[config.mk]
export PLATFORM = sky130hd
export DESIGN_NAME = serdes_word_aligner
export DESIGN_NICKNAME = d
export VERILOG_FILES = /design/src/rtl/serdes_word_aligner.sv
export SDC_FILE = /design/constraint.sdc
export NUM_CORES = 1
export LEC_CHECK = 0
export CAP_MARGIN = 15
export CORE_AREA = 3 3 69 71
export DETAILED_ROUTE_END_ITERATION = 8
export DIE_AREA = 0 0 72 74
export PLACE_DENSITY = 0.86
export SLEW_MARGIN = 20
export SYNTH_ARGS = -nofsm -noshare
export SYNTH_HDL_FRONTEND = slang
export SYNTH_SLANG_ARGS = --single-unit
[constraint.sdc]
create_clock -name pclk -period 4.94 [get_ports pclk]
set_input_delay 0.988 -clock pclk [delete_from_list [all_inputs] [get_ports pclk]]
set_output_delay 0.988 -clock pclk [all_outputs]
set_load 0.05 [all_outputs]
[src/rtl/serdes_word_aligner.sv]
`default_nettype none
// ============================================================================
// Module      : serdes_word_aligner
// Description : Locates the bit offset of a periodic sync word in the raw
//               deserializer output, confirms it over several frames, then
//               emits bit-aligned words with a start-of-frame marker. Loss of
//               alignment sends the aligner back to search automatically.
// Revision    : 1.0 - initial release
// ============================================================================
module serdes_word_aligner #(
  parameter int                    DATA_WIDTH   = 8,
  parameter logic [DATA_WIDTH-1:0] SYNC_PATTERN = 8'hBC,
  parameter int                    FRAME_LEN    = 16,
  parameter int                    LOCK_CNT     = 3,
  parameter int                    UNLOCK_CNT   = 2
) (
  input  logic                          pclk,
  input  logic                          rst_n,
  input  logic [DATA_WIDTH-1:0]         pdata_in,
  input  logic                          pdata_valid,
  output logic [DATA_WIDTH-1:0]         adata_out,
  output logic                          adata_valid,
  output logic                          adata_sof,
  output logic                          locked,
  output logic [$clog2(DATA_WIDTH)-1:0] bit_offset,
  output logic                          sync_err
);

  localparam int c_off_w  = $clog2(DATA_WIDTH);
  localparam int c_fcnt_w = $clog2(FRAME_LEN);
  localparam int c_good_w = $clog2(LOCK_CNT + 1);
  localparam int c_miss_w = $clog2(UNLOCK_CNT + 1);

  localparam logic [c_fcnt_w-1:0] c_fcnt_last = c_fcnt_w'(FRAME_LEN - 1);
  localparam logic [c_good_w-1:0] c_good_lock = c_good_w'(LOCK_CNT);
  localparam logic [c_miss_w-1:0] c_miss_drop = c_miss_w'(UNLOCK_CNT);

  localparam logic [1:0] c_st_search = 2'd0;
  localparam logic [1:0] c_st_verify = 2'd1;
  localparam logic [1:0] c_st_locked = 2'd2;

  // Registered state
  logic [1:0]            state_q,       state_d;
  logic [DATA_WIDTH-1:0] prev_q,        prev_d;
  logic                  have_prev_q,   have_prev_d;
  logic [c_fcnt_w-1:0]   fcnt_q,        fcnt_d;
  logic [c_good_w-1:0]   good_cnt_q,    good_cnt_d;
  logic [c_miss_w-1:0]   miss_cnt_q,    miss_cnt_d;
  logic [c_off_w-1:0]    bit_offset_q,  bit_offset_d;
  logic [DATA_WIDTH-1:0] adata_out_q,   adata_out_d;
  logic                  adata_valid_q, adata_valid_d;
  logic                  adata_sof_q,   adata_sof_d;
  logic                  locked_q,      locked_d;
  logic                  sync_err_q,    sync_err_d;

  // Combinational helpers
  // The window omits the top bit of pdata_in: no offset below DATA_WIDTH
  // ever reaches it, so the current word contributes at most DATA_WIDTH-1 bits.
  logic [2*DATA_WIDTH-2:0] w_win;
  logic [DATA_WIDTH-1:0]   w_match_vec;
  logic                    w_hit;
  logic [c_off_w-1:0]      w_hit_off;
  logic [DATA_WIDTH-1:0]   w_cand;
  logic                    w_exp_sync;
  logic                    w_exp_match;
  logic                    w_sync_miss;
  logic [c_fcnt_w-1:0]     w_fcnt_next;

  assign w_win       = {pdata_in[DATA_WIDTH-2:0], prev_q};
  assign w_cand      = w_win[bit_offset_q +: DATA_WIDTH];
  assign w_exp_sync  = (fcnt_q == c_fcnt_last);
  assign w_exp_match = (w_cand == SYNC_PATTERN);
  assign w_fcnt_next = w_exp_sync ? '0 : fcnt_q + 1'b1;
  assign w_sync_miss = pdata_valid && w_exp_sync && !w_exp_match &&
                       ((state_q == c_st_verify) || (state_q == c_st_locked));

  // One sync comparator per candidate bit offset
  generate
    for (genvar k = 0; k < DATA_WIDTH; k++) begin : g_cand
      assign w_match_vec[k] = (w_win[k +: DATA_WIDTH] == SYNC_PATTERN);
    end
  endgenerate

  // Priority pick of the lowest matching offset (scan downward, last hit wins)
  always_comb begin
    w_hit     = 1'b0;
    w_hit_off = '0;
    for (int k = DATA_WIDTH - 1; k >= 0; k--) begin
      if (w_match_vec[k]) begin
        w_hit     = 1'b1;
        w_hit_off = k[c_off_w-1:0];
      end
    end
  end

  // State register: all flops, async clear
  always_ff @(posedge pclk or negedge rst_n) begin
    if (!rst_n) begin
      state_q       <= c_st_search;
      prev_q        <= '0;
      have_prev_q   <= 1'b0;
      fcnt_q        <= '0;
      good_cnt_q    <= '0;
      miss_cnt_q    <= '0;
      bit_offset_q  <= '0;
      adata_out_q   <= '0;
      adata_valid_q <= 1'b0;
      adata_sof_q   <= 1'b0;
      locked_q      <= 1'b0;
      sync_err_q    <= 1'b0;
    end else begin
      state_q       <= state_d;
      prev_q        <= prev_d;
      have_prev_q   <= have_prev_d;
      fcnt_q        <= fcnt_d;
      good_cnt_q    <= good_cnt_d;
      miss_cnt_q    <= miss_cnt_d;
      bit_offset_q  <= bit_offset_d;
      adata_out_q   <= adata_out_d;
      adata_valid_q <= adata_valid_d;
      adata_sof_q   <= adata_sof_d;
      locked_q      <= locked_d;
      sync_err_q    <= sync_err_d;
    end
  end

  // Next-state: search / verify / locked transitions and frame bookkeeping
  always_comb begin
    state_d      = state_q;
    prev_d       = prev_q;
    have_prev_d  = have_prev_q;
    fcnt_d       = fcnt_q;
    good_cnt_d   = good_cnt_q;
    miss_cnt_d   = miss_cnt_q;
    bit_offset_d = bit_offset_q;
    if (pdata_valid) begin
      prev_d      = pdata_in;
      have_prev_d = 1'b1;
      fcnt_d      = w_fcnt_next;
      case (state_q)
        c_st_search: begin
          if (have_prev_q && w_hit) begin
            bit_offset_d = w_hit_off;
            good_cnt_d   = c_good_w'(1);
            miss_cnt_d   = '0;
            fcnt_d       = '0;
            state_d      = (LOCK_CNT == 1) ? c_st_locked : c_st_verify;
          end
        end
        c_st_verify: begin
          if (w_exp_sync) begin
            if (w_exp_match) begin
              good_cnt_d = good_cnt_q + 1'b1;
              if (good_cnt_q + 1'b1 == c_good_lock) begin
                state_d    = c_st_locked;
                miss_cnt_d = '0;
              end
            end else begin
              state_d = c_st_search;
            end
          end
        end
        c_st_locked: begin
          if (w_exp_sync) begin
            if (w_exp_match) begin
              miss_cnt_d = '0;
            end else begin
              miss_cnt_d = miss_cnt_q + 1'b1;
              if (miss_cnt_q + 1'b1 == c_miss_drop) begin
                state_d = c_st_search;
              end
            end
          end
        end
        default: state_d = c_st_search;
      endcase
    end
  end

  // Outputs: aligned word only for words processed while already locked
  always_comb begin
    adata_out_d   = adata_out_q;
    adata_valid_d = 1'b0;
    adata_sof_d   = 1'b0;
    sync_err_d    = 1'b0;
    locked_d      = (state_d == c_st_locked);
    if (pdata_valid) begin
      sync_err_d = w_sync_miss;
      if (state_q == c_st_locked) begin
        adata_valid_d = 1'b1;
        adata_out_d   = w_cand;
        adata_sof_d   = w_exp_sync && w_exp_match;
      end
    end
  end

  assign adata_out   = adata_out_q;
  assign adata_valid = adata_valid_q;
  assign adata_sof   = adata_sof_q;
  assign locked      = locked_q;
  assign bit_offset  = bit_offset_q;
  assign sync_err    = sync_err_q;

endmodule
`default_nettype wire

==> reports/metrics.csv, run 1 <==
stage;metric;value;unit
critical_path;cp_top_family;simple AND/OR/NAND/NOR gates;
cells_and_area;fin_util;61.2;%
sta;fin_crit_sh;69.0;%
sta;fin_ws;1.53;ns
hold_path;min_path_cells;2;
critical_path;critical_path.cell_chain;clkdlybuf4s50_1 > mux2_4 > mux2i_4 > nand2_1 > o32a_1 > or4_4 > and3_1 > a221o_1;
synth;synth_area_per_cell;9.02;µm²
hold_path;hp-class;reg2reg;
drt;drt_iter0_markers;138;
synth;yosysWarnings;0;
power_and_ir_drop;ir_drop;0.000181;V
cells_and_area;n_antenna_cell;0;
drt;wl_per_cell;15.6;µm
synth;async_reset_ff_share;100;%
hold_path;min_from;adata_out[2];
synth;synth-seq-cells;34;
hold_path;holdPathEnd;adata_out[2];
grt;grt_pass1_vias;1852;
critical_path;cp.arrival;3.58;ns
drt;routed-via-count;1911;
grt;track_usage;20.8;%
sta;setup_viol;0;
die;dieWidth;72;µm
clocking;cts_made_buffers;5;
clocking;clockBufferDepth;2;
drt;postRouteAntennaNets;0;
sta;hold_viol;0;
synth;synth_cells;254;
run;maxCapViolCount;0;
sta;fmax;293;MHz
power_and_ir_drop;powerDensity;272;nW/µm²
sta;maxSlewViolCount;0;
sta;worst_pin_slew;0.872;ns
critical_path;max_stage_delay;0.58;ns
critical_path;worst-r2r-cell-count;7;
drt;viasPerCell;5.88;
synth;synth-main-ff-cell;dfrtp_1;
status;outcome;complete, no violations;
sta;fin_crit;3.41;ns
critical_path;worstSetupStartpointType;input pin;
grt;grt-ovfl-total;0;
clocking;root_buffer;clkbuf_8;
sta;slew_headroom;41.9;%
clocking;post_cts_resized;0;
clocking;postCtsSetupBuffers;0;
drt;wl;5.08;mm
cells_and_area;layout-drive-gt1-share;9.89;%
die;rows;24;
clocking;hold_buffers;0;
critical_path;r2r_start;bit_offset[1];
drt;drc;0;
die;die_h;74;µm
die;initial_core_util;53.4;%
cells_and_area;final_cells;325;
placed_design;place_ws;1.25;ns
critical_path;crit_fanout;11;
placed_design;dpl-instance-area;2550;µm²
die;core;4290;µm²
critical_path;reg2reg_slack;1.88;ns
synth;yosysSeqAreaShare;37.1;%
cells_and_area;area_growth;14.7;%
critical_path;crit_buf_inv;1;
synth;synth_nets;272;
sta;rsz0062_at_grt;no;
critical_path;critical_path.slowest_cell;clkdlybuf4s50_1;
clocking;path_clk_slew;0.06;ns
critical_path;cp.required;5.11;ns
placed_design;port_buffers;25;
drt;dr.pass1.iters;4;
placed_design;dp_cells;318;
sta;finClkSkew;0.00733;ns
grt;antenna_found_initial;0;
synth;synth-edff-count;0;
synth;synth_cell_types;50;
cells_and_area;finalInstanceArea;2630;µm²
clocking;htreeDepth;2;
die;io_pins;26;
critical_path;crit_path_end_kind;register;
cells_and_area;nNetsFinal;291;
critical_path;path_class;in2reg;
placed_design;dp.final_hpwl;3.75;mm
grt;grt_max_degree;35;
clocking;cts.sinks;34;
clocking;clk_latency;0.28;ns
clocking;tritoncts;built;
sta;finalSetupTns;0;ns
power_and_ir_drop;leakage;0.00109;µW
critical_path;r2r_end;good_cnt_q[1];
synth;syn_area;2290;µm²
grt;grt_pass1_wl;8.68;mm
die;dieArea;5330;µm²
placed_design;gp_congestion;0.879;
==> layout by cell type (no fill, tap or decap), types with 6 or more instances in the layout <==
master,Yosys,layout
nor2_1,11,11
inv_1,14,14
clkdlybuf4s50_1,0,25
mux2_2,10,10
ha_1,7,7
nand2b_1,6,6
nand2_1,38,38
nor4bb_1,9,9
o21ai_0,29,29
dfrtp_1,34,34
a21oi_1,11,11
mux2i_1,10,10
==> routing by layer <==
metal  global-route usage (%)  part of all wire (%)  vias up
li1                         -                     -      963
met1                     27.7                    46      875
met2                     34.0                    48       59
met3                     3.65                   4.4       14
met4                     7.93                   2.4        0
met5                        0                     0        -
==> cells in the mapped netlist, types with 6 or more instances <==
| cell | number | area share, % |
|---|---|---|
| nand2_1 | 38 | 6.2 |
| dfrtp_1 | 34 | 37 |
| o21ai_0 | 29 | 6.3 |
| inv_1 | 14 | 2.3 |
| clkbuf_1 | 12 | 2.0 |
| a21oi_1 | 11 | 2.4 |
| nor2_1 | 11 | 1.8 |
| mux2_2 | 10 | 4.9 |
| mux2i_1 | 10 | 4.4 |
| nor4bb_1 | 9 | 3.9 |
| ha_1 | 7 | 3.8 |
| nand2b_1 | 6 | 1.6 |
==> per-stage QoR <==
stage / hold WS (ns) / total power (µW)
finish: 0.475 / 716
global route: 0.503 / 766
CTS: 0.483 / 717
detailed placement: 0.464 / 528
global placement: 0.455 / 523
floorplan: 0.434 / 476
==> state kept, by name, summed over array words and instances (netlist names), 2 cells and up <==
| signal | count |
|---|---|
| miss_cnt_q | 2 |
| adata_out | 8 |
| bit_offset | 3 |
| state_q | 2 |
| prev_q | 8 |
| fcnt_q | 4 |
| good_cnt_q | 2 |
==> logic make-up (layout without fill, tap and decap cells) <==
| kind of cell | count (synthesis) | after routing | share of synthesized area [%] |
|---|---|---|---|
| adder cells (fa/ha/maj) | 7 | 7 | 3.82 |
| multiplexers | 24 | 24 | 12.6 |
| buffers and inverters | 29 | 48 | 5.46 |
| AND/OR/NAND/NOR | 92 | 92 | 22.1 |
| flip-flops | 34 | 34 | 37.1 |
| AO/OA/AOI/OAI | 68 | 68 | 19.0 |
==> worst register-to-register path: cells and delay by family (launching register included) <==
family	cells	cell delay, ns
flops	1	0.91
simple gates	3	0.83
mux	2	0.55
compound gates	2	0.65
==> area by class of cell <==
type / count / area (µm²)
clock buffer: 5 / 68.8
clock inverter: 2 / 10.0
sequential: 34 / 851
inverter: 14 / 52.6
tap: 52 / 65.1
timing repair buffer: 27 / 265
multi-input combinational: 191 / 1320
fill: 394 / 1670
==> where the power goes <==
part	internal [µW]	total, µW	switching (µW)	leakage [µW]
clock network	94.4	189	94.6	0.0000438
registers	307	343	36.4	0.000440
logic	81.9	184	102	0.000605
total	483	716	233	0.00109
==> worst max-delay path by stage <==
stage,startpoint,end,slack [ns],depth (start not counted)
after floorplan,pdata_in[1],good_cnt_q[1],1.96,8
after global placement,pdata_in[0],good_cnt_q[1],1.30,8
after detailed placement,pdata_in[0],good_cnt_q[1],1.25,8
after CTS,pdata_in[0],good_cnt_q[1],1.56,8
after global routing,pdata_in[0],good_cnt_q[0],1.36,8
final,pdata_in[0],good_cnt_q[1],1.53,8
Note: power is estimated with default switching activity, not from simulation.
==> run 2: changes to the inputs <==
==> constraint.sdc (replaced) <==
create_clock -name pclk -period 3.25 [get_ports pclk]
set_input_delay 0.65 -clock pclk [delete_from_list [all_inputs] [get_ports pclk]]
set_output_delay 0.65 -clock pclk [all_outputs]
set_load 0.05 [all_outputs]
==> reports/metrics.csv, run 2 (synthesis results as in run 1) <==
stage;metric;value;unit;change
grt;track_usage;20.5;%;-0.26 points
clocking;hold_buffers;0;;unchanged
critical_path;reg2reg_slack;0.49;ns;-1.39 ns
die;core;4290;µm²;unchanged
cells_and_area;finalInstanceArea;2700;µm²;+2.9%
die;dieArea;5330;µm²;unchanged
power_and_ir_drop;p_switching;373;µW;+60%
critical_path;cp.required;3.43;ns;-1.68 ns
critical_path;cp.arrival;3.10;ns;-0.48 ns
power_and_ir_drop;seq_power_share;45.7;%;-2.2 points
clocking;clk_latency;0.29;ns;about the same
die;dieWidth;72;µm;unchanged
drt;postRouteAntennaNets;0;;unchanged
drt;dr.pass1.iters;4;;unchanged
drt;drt_iter0_markers;147;;+6.5%
critical_path;r2r_start;bit_offset[1];;
critical_path;crit_path_end_kind;register;;
sta;fin_crit_sh;89.9;%;
drt;drc;0;;unchanged
power_and_ir_drop;p_clk_share;28.7;%;+2.3 points
critical_path;critical_path.cell_chain;clkdlybuf4s50_1 > mux2i_1 > nand2_1 > o211ai_1 > o32a_1 > or4_4 > and3_1 > a221o_1;;
power_and_ir_drop;p_comb_share;25.5;%;-0.2 points
clocking;path_clk_slew;0.07;ns;about the same
sta;fmax;342;MHz;
drt;viasPerCell;6.07;;+3.2%
grt;grt_max_degree;35;;unchanged
grt;antenna_found_initial;0;;unchanged
critical_path;max_stage_delay;0.64;ns;+0.06 ns
critical_path;critical_path.slowest_cell;clkdlybuf4s50_1;;
clocking;post_cts_resized;0;;unchanged
sta;hold_ws;0.473;ns;-0.00171 ns
clocking;htreeDepth;2;;unchanged
sta;hold_viol;0;;unchanged
sta;finalSetupTns;0;ns;unchanged
critical_path;path_class;in2reg;;
die;initial_core_util;53.4;%;unchanged
hold_path;hp-class;reg2reg;;
cells_and_area;layout-drive-gt1-share;12.8;%;+2.9 points
grt;grt_pass1_vias;1900;;+2.6%
cells_and_area;nNetsFinal;299;;+2.7%
die;rows;24;;unchanged
sta;maxSlewViolCount;0;;unchanged
sta;setup_viol;0;;unchanged
power_and_ir_drop;intPower;769;µW;+59%
clocking;tritoncts;built;;
grt;grt-ovfl-total;0;;unchanged
cells_and_area;n_antenna_cell;0;;unchanged
sta;finClkSkew;0.00197;ns;-0.00536 ns
sta;rsz0062_at_grt;no;;
drt;wl_per_cell;15.4;µm;-1.2%
cells_and_area;final_cell_mix;nand2_1, dfrtp_1, o21ai_0;;
placed_design;dpl-instance-area;2610;µm²;+2.4%
clocking;clockBufferDepth;2;;unchanged
power_and_ir_drop;swShare;32.6;%;+0.11 points
clocking;postCtsSetupBuffers;0;;unchanged
clocking;cts.sinks;34;;unchanged
critical_path;crit_fanout;9;;-2
power_and_ir_drop;powerDensity;422;nW/µm²;+55%
status;outcome;complete, no violations;;
power_and_ir_drop;finalPower;1140;µW;+60%
run;maxCapViolCount;0;;unchanged
power_and_ir_drop;leakage;0.00113;µW;+3.9%
sta;slew_headroom;60.9;%;+19 points
placed_design;dp.final_hpwl;3.85;mm;+2.6%
die;die_h;74;µm;unchanged
sta;fin_crit;2.92;ns;
cells_and_area;layout_commonest_cell;nand2_1;;
critical_path;r2r_end;good_cnt_q[1];;
hold_path;min_path_cells;1;;-1
cells_and_area;area_growth;18.0;%;
critical_path;worstSetupStartpointType;input pin;;
cells_and_area;final_cells;334;;+2.8%
placed_design;port_buffers;25;;unchanged
placed_design;gp_congestion;0.898;;+2.1%
grt;grt_pass1_wl;8.60;mm;-0.96%
critical_path;crit_buf_inv;1;;unchanged
die;io_pins;26;;unchanged
hold_path;min_from;good_cnt_q[0];;
power_and_ir_drop;ir_drop;0.000266;V;+47%
clocking;cts_made_buffers;5;;unchanged
sta;worst_pin_slew;0.579;ns;-0.292 ns
placed_design;dp_cells;326;;+2.5%
critical_path;cp_top_family;simple AND/OR/NAND/NOR gates;;
clocking;root_buffer;clkbuf_8;;
hold_path;holdPathEnd;good_cnt_q[0];;
drt;wl;5.16;mm;+1.6%
critical_path;worst-r2r-cell-count;7;;unchanged
drt;routed-via-count;2027;;+6.1%
[run 2: metrics by stage]
step                setup WS, ns  util (%)
floorplan                  0.441         -
global placement           0.129      60.8
detailed placement        0.0365      60.8
CTS                        0.353      63.0
global route               0.174      63.0
finish                     0.327      63.0
[run 2: how the worst max path moves through the flow]
stage	from	slack, ns	end	cells past startpoint
global route	pdata_in[1]	0.17	good_cnt_q[1]	8
detailed placement	pdata_in[1]	0.04	good_cnt_q[1]	8
finish	pdata_in[1]	0.33	good_cnt_q[1]	8
floorplan	bit_offset[1]	0.44	good_cnt_q[1]	8
global placement	pdata_in[1]	0.13	good_cnt_q[1]	8
CTS	pdata_in[1]	0.35	good_cnt_q[1]	8
[run 2: power groups by stage]
stage	Combinational (µW)	Sequential (µW)	Clock (µW)
CTS	291	520	335
floorplan	212	511	0
finish	291	522	328
detailed placement	291	528	0
global placement	276	526	0
global route	323	529	357
[run 2: final cells by class]
cell class / count / area (µm²)
Fill cell: 372 / 1590
Multi-Input combinational cell: 191 / 1320
Tap cell: 52 / 65.1
Clock inverter: 2 / 12.5
Clock buffer: 6 / 82.6
Timing Repair Buffer: 35 / 325
Sequential cell: 34 / 851
Inverter: 14 / 52.6
[run 2: layer usage]
| layer | part of all wire, % | track usage [%] | vias to the layer above |
|---|---|---|---|
| li1 | - | - | 976 |
| met1 | 44 | 26.8 | 979 |
| met2 | 48 | 33.7 | 61 |
| met3 | 5.3 | 4.05 | 11 |
| met4 | 2.3 | 8.35 | 0 |
| met5 | 0 | 0 | - |
[run 2: worst reg2reg max path, stage by stage (launching register included)]
cell	delay, ns
dfrtp_1	0.61
buf_4	0.30
o21ai_0	0.19
mux2i_1	0.31
a32oi_1	0.24
or4_4	0.55
and3_1	0.20
a221o_1	0.25
==> run 3: changes to the inputs <==
--- a/config.mk
+++ b/config.mk
@@ -6,10 +6,12 @@
 export NUM_CORES = 1
 export LEC_CHECK = 0
 export CAP_MARGIN = 15
-export CORE_AREA = 3 3 69 71
+export CELL_PAD_IN_SITES_DETAIL_PLACEMENT = 1
+export CELL_PAD_IN_SITES_GLOBAL_PLACEMENT = 1
+export CORE_AREA = 3 3 77 79
 export DETAILED_ROUTE_END_ITERATION = 8
-export DIE_AREA = 0 0 72 74
-export PLACE_DENSITY = 0.86
+export DIE_AREA = 0 0 80 82
+export PLACE_DENSITY = 0.89
 export SLEW_MARGIN = 20
 export SYNTH_ARGS = -nofsm -noshare
 export SYNTH_HDL_FRONTEND = slang
==> reports/metrics.csv, run 3 (synthesis results as in run 1) <==
stage;metric;value;unit;change
cells_and_area;nNetsFinal;300;;+0.33%
die;dieWidth;80;µm;+11%
sta;rsz0062_at_grt;no;;
sta;hold_viol;0;;unchanged
critical_path;cp_top_family;simple AND/OR/NAND/NOR gates;;
clocking;path_clk_slew;0.07;ns;about the same
clocking;root_buffer;clkbuf_8;;
grt;grt_use_met2;34.4;%;+0.76 points
critical_path;cp.arrival;3.11;ns;about the same
placed_design;dp.final_hpwl;4.39;mm;+14%
clocking;htreeDepth;2;;unchanged
cells_and_area;final_cell_mix;nand2_1, dfrtp_1, o21ai_0;;
run;maxCapViolCount;0;;unchanged
hold_path;hp-class;reg2reg;;
critical_path;crit_fanout;6;;-3
grt;use_met1;24.8;%;-2.0 points
sta;worst_pin_slew;0.585;ns;+0.00534 ns
sta;finalSetupTns;0;ns;unchanged
sta;maxSlewViolCount;0;;unchanged
die;dieArea;6560;µm²;+23%
power_and_ir_drop;ir_drop;0.000292;V;+9.6%
drt;postRouteAntennaNets;0;;unchanged
critical_path;crit_path_end_kind;register;;
clocking;tritoncts;built;;
critical_path;cp.required;3.43;ns;about the same
cells_and_area;fin_util;51.5;%;-11 points
drt;viasPerCell;5.84;;-3.8%
cells_and_area;area_growth;21.5;%;
power_and_ir_drop;powerDensity;472;nW/µm²;+12%
grt;grt_max_degree;35;;unchanged
drt;dr.pass1.iters;4;;unchanged
drt;routed-via-count;2072;;+2.2%
drt;drt_iter0_markers;120;;-18%
clocking;cts_made_buffers;5;;unchanged
sta;fmax;341;MHz;-0.21%
critical_path;critical_path.cell_chain;clkdlybuf4s50_1 > mux2i_1 > mux2i_1 > nand2_1 > o32a_1 > or4_4 > and3_1 > a221o_1;;
drt;drc;0;;unchanged
grt;grt-ovfl-total;0;;unchanged
clocking;post_cts_resized;0;;unchanged
grt;grt_pass1_wl;10.1;mm;+17%
power_and_ir_drop;finalPower;1310;µW;+15%
drt;wl;5.97;mm;+16%
sta;finClkSkew;0.00961;ns;+0.00764 ns
cells_and_area;n_antenna_cell;0;;unchanged
cells_and_area;layout_commonest_cell;nand2_1;;
critical_path;worstSetupStartpointType;input pin;;
critical_path;path_class;in2reg;;
die;rows;27;;+13%
critical_path;crit_buf_inv;1;;unchanged
placed_design;gp_congestion;0.884;;-1.6%
sta;slew_headroom;60.5;%;-0.36 points
clocking;postCtsSetupBuffers;0;;unchanged
cells_and_area;layout-drive-gt1-share;13.1;%;+0.31 points
sta;setup_viol;0;;unchanged
critical_path;critical_path.slowest_cell;or4_4;;
grt;grt_pass1_vias;2060;;+8.4%
grt;grtUsageMet3;3.18;%;-0.87 points
grt;track_usage;19.8;%;-0.75 points
placed_design;port_buffers;25;;unchanged
sta;fin_crit;2.93;ns;+0.00605 ns
critical_path;cp_common_cell;mux2i_1;;
power_and_ir_drop;leakage;0.00116;µW;+2.7%
clocking;clk_latency;0.30;ns;about the same
die;initial_core_util;42.4;%;-11 points
die;die_h;82;µm;+11%
clocking;hold_buffers;0;;unchanged
drt;wl_per_cell;16.8;µm;+8.9%
clocking;clockBufferDepth;2;;unchanged
grt;top_usage_layer;met2;;
clocking;cts.sinks;34;;unchanged
critical_path;max_stage_delay;0.57;ns;-0.07 ns
grt;antenna_found_initial;0;;unchanged
die;io_pins;26;;unchanged
status;outcome;complete, no violations;;
sta;fin_crit_sh;90.1;%;+0.19 points
die;core;5410;µm²;+26%
==> run 3: changes by cell type in the layout (fill, tap and decap cells not counted) <==
cell,previous run,this run
buf_4,10,11
bufinv_16,0,2
clkinv_2,1,0
clkinvlp_4,1,0
==> run 3: worst reg2reg max path: stages, from the launching register on <==
cell      delay, ns
dfrtp_1        0.55
buf_4          0.28
o311ai_0       0.31
o21ai_0        0.16
o32a_1         0.37
or4_4          0.57
and3_1         0.21
a221o_1        0.25
==> run 3: metal layers <==
metal  share of wire (%)  vias to the layer above  routed length (µm)
met5                   0                        -                   0
met4                 2.2                        0                 130
met3                 4.0                       14                 239
met2                  49                       56                2930
met1                  45                     1023                2680
li1                    -                      979                   -
==> run 3: layout make-up <==
class | instances | area [µm²]
multi-input combinational | 191 | 1320
fill | 628 | 2620
clock buffer | 6 | 82.6
clock inverter | 2 | 60.1
inverter | 14 | 52.6
sequential | 34 | 851
tap | 72 | 90.1
timing repair buffer | 36 | 333
==> run 3: path summary, 6_finish.rpt <==
path                               start  slack, ns  cells past startpoint             to
max reg2reg                bit_offset[1]       0.44                      7  good_cnt_q[1]
min in group asynchronous          rst_n       0.76                      2       sync_err
max                          pdata_in[3]       0.32                      8  good_cnt_q[1]
min reg2reg                good_cnt_q[0]       0.48                      1  good_cnt_q[0]
max in group asynchronous          rst_n       2.19                      2      prev_q[3]
min                        good_cnt_q[0]       0.48                      1  good_cnt_q[0]
==> run 3: through the flow <==
step | instances | hold slack (ns) | instance area [µm²] | worst slack [ns]
after floorplan | 254 | 0.354 | 2290 | 0.441
after global placement | 347 | 0.459 | 2640 | 0.138
after detailed placement | 347 | 0.468 | 2640 | 0.0703
after CTS | 355 | 0.485 | 2780 | 0.343
after global routing | 355 | 0.517 | 2780 | 0.109
final | 355 | 0.485 | 2780 | 0.321
==> run 3: power breakdown <==
part / switching, µW / total (µW) / internal (µW)
clock: 165 / 493 / 327
combinational: 164 / 298 / 134
sequential: 57.6 / 524 / 466
total: 387 / 1310 / 927
